$ cat config.mk
export PLATFORM = sky130hd
export DESIGN_NAME = result_drain
export DESIGN_NICKNAME = d
export VERILOG_FILES = /design/src/rtl/result_drain.sv
export SDC_FILE = /design/constraint.sdc
export NUM_CORES = 1
export LEC_CHECK = 0
export CAP_MARGIN = 20
export CORE_UTILIZATION = 47
export CTS_CLUSTER_SIZE = 28
export DETAILED_ROUTE_END_ITERATION = 10
export HOLD_SLACK_MARGIN = 0.08
export PLACE_DENSITY = 0.84
export SLEW_MARGIN = 10
export SYNTH_ARGS = -nofsm -noshare
export SYNTH_HDL_FRONTEND = slang
export SYNTH_SLANG_ARGS = --single-unit
$ cat constraint.sdc
create_clock -name clk -period 51.7 [get_ports clk]
set_input_delay 15.51 -clock clk [delete_from_list [all_inputs] [get_ports clk]]
set_output_delay 15.51 -clock clk [all_outputs]
set_load 0.02 [all_outputs]
$ cat src/rtl/result_drain.sv
// ----------------------------------------------------------------------------
// result_drain
//
// Purpose:
//   Captures one frame of per-column result words from the core output stage
//   once every column reports valid, acknowledges the capture with a single
//   rread pulse, then serializes the frame column by column onto a
//   valid/ready stream. Counts fully drained frames.
//
// Ports:
//   clk        - clock, all state changes on the rising edge
//   rstn       - synchronous active-low reset
//   in_r       - per-column result words [0:ROWS-1], OUTWIDTH bits each
//   in_v       - per-column result valids [0:ROWS-1]
//   rread      - one-cycle "results consumed" strobe to the core output stage
//   out_data   - serialized result word
//   out_col    - column index of out_data
//   out_last   - final word of the frame
//   out_valid  - stream valid
//   out_ready  - stream ready from the downstream consumer
//   frame_cnt  - number of fully drained frames, wraps modulo 2^16
// ----------------------------------------------------------------------------
module result_drain #(
    parameter int ROWS     = 8,
    parameter int OUTWIDTH = 32
) (
    input  logic                      clk,
    input  logic                      rstn,
    input  logic [OUTWIDTH-1:0]       in_r [0:ROWS-1],
    input  logic [0:ROWS-1]           in_v,
    output logic                      rread,
    output logic [OUTWIDTH-1:0]       out_data,
    output logic [$clog2(ROWS)-1:0]   out_col,
    output logic                      out_last,
    output logic                      out_valid,
    input  logic                      out_ready,
    output logic [15:0]               frame_cnt
);

    localparam int              PW       = $clog2(ROWS);
    localparam logic [PW-1:0]   LAST_COL = PW'(ROWS - 1);

    typedef enum logic {
        S_IDLE = 1'b0,
        S_SEND = 1'b1
    } state_t;

    state_t              r_state;
    state_t              w_state_nxt;
    logic                w_capture;
    logic                w_xfer;
    logic                w_last_xfer;

    logic [PW-1:0]       r_ptr;
    logic                r_rread;
    logic [15:0]         r_frame_cnt;
    logic [OUTWIDTH-1:0] r_buf [0:ROWS-1];

    // State register
    always_ff @(posedge clk) begin
        if (!rstn) begin
            r_state <= S_IDLE;
        end else begin
            r_state <= w_state_nxt;
        end
    end

    // Next-state and per-cycle event decode
    always_comb begin
        w_state_nxt = r_state;
        w_capture   = 1'b0;
        w_xfer      = 1'b0;
        w_last_xfer = 1'b0;
        case (r_state)
            S_IDLE: begin
                // A frame is only taken when every column is valid at once;
                // a partially valid array is left for the core to complete.
                if (&in_v) begin
                    w_capture   = 1'b1;
                    w_state_nxt = S_SEND;
                end
            end
            S_SEND: begin
                // in_v / in_r are deliberately not looked at here.
                if (out_ready) begin
                    w_xfer = 1'b1;
                    if (r_ptr == LAST_COL) begin
                        w_last_xfer = 1'b1;
                        w_state_nxt = S_IDLE;
                    end
                end
            end
            default: begin
                w_state_nxt = S_IDLE;
            end
        endcase
    end

    // Frame buffer: written only on capture so the words stay frozen for the
    // whole drain even though in_r keeps moving. Not reset on purpose.
    always_ff @(posedge clk) begin
        if (w_capture) begin
            for (int k = 0; k < ROWS; k++) begin
                r_buf[k] <= in_r[k];
            end
        end
    end

    // Column pointer and the rread pulse
    always_ff @(posedge clk) begin
        if (!rstn) begin
            r_ptr   <= '0;
            r_rread <= 1'b0;
        end else begin
            // rread is the registered copy of the capture event, so it is high
            // for exactly the first SEND cycle of each frame.
            r_rread <= w_capture;
            if (w_capture || w_last_xfer) begin
                r_ptr <= '0;
            end else if (w_xfer) begin
                r_ptr <= r_ptr + 1'b1;
            end
        end
    end

    // Drained-frame counter, wraps naturally at 16 bits
    always_ff @(posedge clk) begin
        if (!rstn) begin
            r_frame_cnt <= '0;
        end else if (w_last_xfer) begin
            r_frame_cnt <= r_frame_cnt + 16'd1;
        end
    end

    // Stream outputs are decoded from registered state only. Data is gated
    // with valid so the uncleared buffer never shows up outside SEND.
    assign out_valid = (r_state == S_SEND);
    assign out_data  = out_valid ? r_buf[r_ptr] : '0;
    assign out_col   = r_ptr;
    assign out_last  = out_valid && (r_ptr == LAST_COL);
    assign rread     = r_rread;
    assign frame_cnt = r_frame_cnt;

endmodule

==> metrics.txt <==
Worst-path clk slew=60 ps; FF+latch area=8180 µm²; vias in the first global route=6679; gr usage total=22.2%; worst skew pair latency=550 ps; DRT Wirelength=25.9 mm; post-route ant nets=0; layout cell share with drive strength beyond 1=13.6%; clk sinks=280; CP arrival=3460 ps; Vias=6234; Resized cells post-CTS=0; slew of the pin with the lowest slew margin=1070 ps; Final Cell Area=15300 µm²; Util after Layout=67.6%; top cell type's share of synthesized area=70.9%; RR Startpoint=out_valid; Routed WL per cell=22.3 µm; port bufs=320; status=complete, no violations; Max Clk Rate=52.7 MHz; final hold violation count=0; ys flop type=edfxtp_1; Die Y=154 µm; Final Skew=17.1 ps; post-synthesis area per instance=20.9 µm²; drt pass-1 iters=5; relative max-transition margin=29.0%; worst-path fanout max=40; largest net degree at the start of global routing=93; R2R setup slack=48340 ps; global-route wire length before repair=38.6 mm; initial antenna violation count=4; 1st-iter DRT viols=369; Post-CTS Setup Inserts=0; top cells by area, synth=edfxtp_1 71%, mux4_2 13%, dfxtp_1 4.4%; Reg2Reg Depth=4; die width=154 µm; Mapped Cells=520; GRT overflow=0; hold_buf cts=0; hold depth=2; Starting Density=47.9%; Multi-input gate area=2560 µm²; Critical R2R Capture=r_buf[1][7]; Fillers=1456; Peak supply drop=0.0000288 V; cts bufs inserted=29; final setup fails=0; minimum clock period=18970 ps; EDFF count, synth=256; CTS tree=built; Final Cycle Share=36.7%; WS Path Type=reg2out; # nets final=1123; critical path launch point type=flip-flop; hold slack=480 ps; H-tree depth=1; setup TNS=0 ps; DR DRC count=0; io pins=321; syn_nets=790; Final GP Congestion=0.761; synth warn=0; Site Rows=55; Area after DPL=14300 µm²; CP endpoint kind=output pin; via/cell ratio=5.36; Longest Clk Path Bufs=3; post-synth cell types=39; Critical Path RT=36190 ps; clock root buffer=clkbuf_16; Hold Crit Class=reg2reg; P per Cell Area=30.9 nW/µm²; Area Growth Syn to Fin=41.0%; post-DP HPWL=17.2 mm; full die area=23700 µm²; netlist area before placement=10800 µm²; Hold Path Sink=frame_cnt[15]; #FFs+latches synth=280; leak pwr=0.00492 µW; unrepaired setup endpoints after global routing=false; Hold Crit Start=frame_cnt[15]; count leader, synth=edfxtp_1; Async SR Flop Fraction=0%; # Max-Cap Violations=0; Core ar.=22600 µm²; Slew Limit Fails=0; most area-hungry cell type in the Yosys netlist=edfxtp_1; synth cell count leaders=256 x edfxtp_1, 64 x mux4_2, 36 x mux2i_1; sequential cell area fraction in the yosys report=75.3%
[flip-flops by register name, summed over array words and instances, names as in the netlist, named ones only]
register	count
frame_cnt	16
out_col	3
out_valid	1
r_buf	256
rread	1
[logic make-up after synthesis]
kind of cell               after synthesis  synth area share (%)
DFF                                    280                  75.3
xor gates and xnor gates                 8                 0.646
muxes                                  100                  16.6
adders and majority gates                3                 0.346
buffers and inverters                   26                  1.21
AOI/OAI and AO/OA                       12                 0.715
and+or+nand+nor                         91                  5.19
[worst max path at each step]
| stage | startpoint | to | slack (ps) | cells past startpoint |
|---|---|---|---|---|
| after CTS | flip-flop | out_data[7] | 32570 | 5 |
| after detailed placement | in_v[1] | flip-flop | 32950 | 7 |
| after global routing | flip-flop | out_data[7] | 32400 | 5 |
| final | flip-flop | out_data[7] | 32730 | 5 |
| after global placement | in_v[0] | flip-flop | 33090 | 7 |
| after floorplan | in_v[5] | flip-flop | 10210 | 4 |
[report_power, final]
group	switching, µW	internal [µW]
clock network	84.0	119
logic	4.58	18.1
registers	0.246	247
[layer usage]
layer  GRT usage, %  share of wire (%)  routed length (µm)  up-vias
met3           6.74                8.2                2130       49
li1               -                  -                   -     2777
met5              0               0.12                  31        -
met2           39.7                 53               13700      321
met4           7.52                2.9                 745        4
met1           25.2                 36                9270     3083
[per-stage QoR]
step / total power (µW) / std cells / setup WS (ps)
4_1_cts: 477 / 1160 / 32570
3_3_place_gp: 274 / 1106 / 33090
5_1_grt: 488 / 1162 / 32400
2_1_floorplan: 254 / 520 / 10210
6_report: 473 / 1162 / 32730
3_5_place_dp: 275 / 1106 / 32950
[area by class of cell]
cell class	count	area share [%]
clock inverter	18	1.17
tap	285	2.33
inverter	1	0.0245
multi-input combinational	214	16.7
antenna	1	0.0164
clock buffer	36	4.91
sequential	280	53.4
timing repair buffer	327	21.4
[worst max-delay path, stage by stage, from the launching register on]
cell and delay [ps]:
dfxtp_4 670, buf_4 760, mux4_2 600, mux2i_1 210, nor2b_1 80, clkdlybuf4s50_1 540
[cells in the final DEF (no fill, tap or decap), types with 3 or more instances in the layout]
cell             synthesis  routed
mux4_2                  64      64
ha_1                     3       3
nor3_1                   3       3
xnor2_1                  4       4
clkdlybuf4s50_1          0     320
bufinv_16                0       3
nand2b_1                 4       4
edfxtp_1               256     256
clkinv_1                 0       8
mux2i_1                 36      36
xor2_1                   4       4
a21boi_1                 3       3
nor2_1                   4       4
and2_1                  10      10
nand3_1                  8       8
dfxtp_1                 24      21
a21oi_1                  4       4
clkinv_2                 0       4
clkbuf_1                12       7
buf_4                    6       6
nor2b_1                 34      34
clkbuf_16                0      29
nand2_1                 11      11
Power figures use the tool's default switching activity.
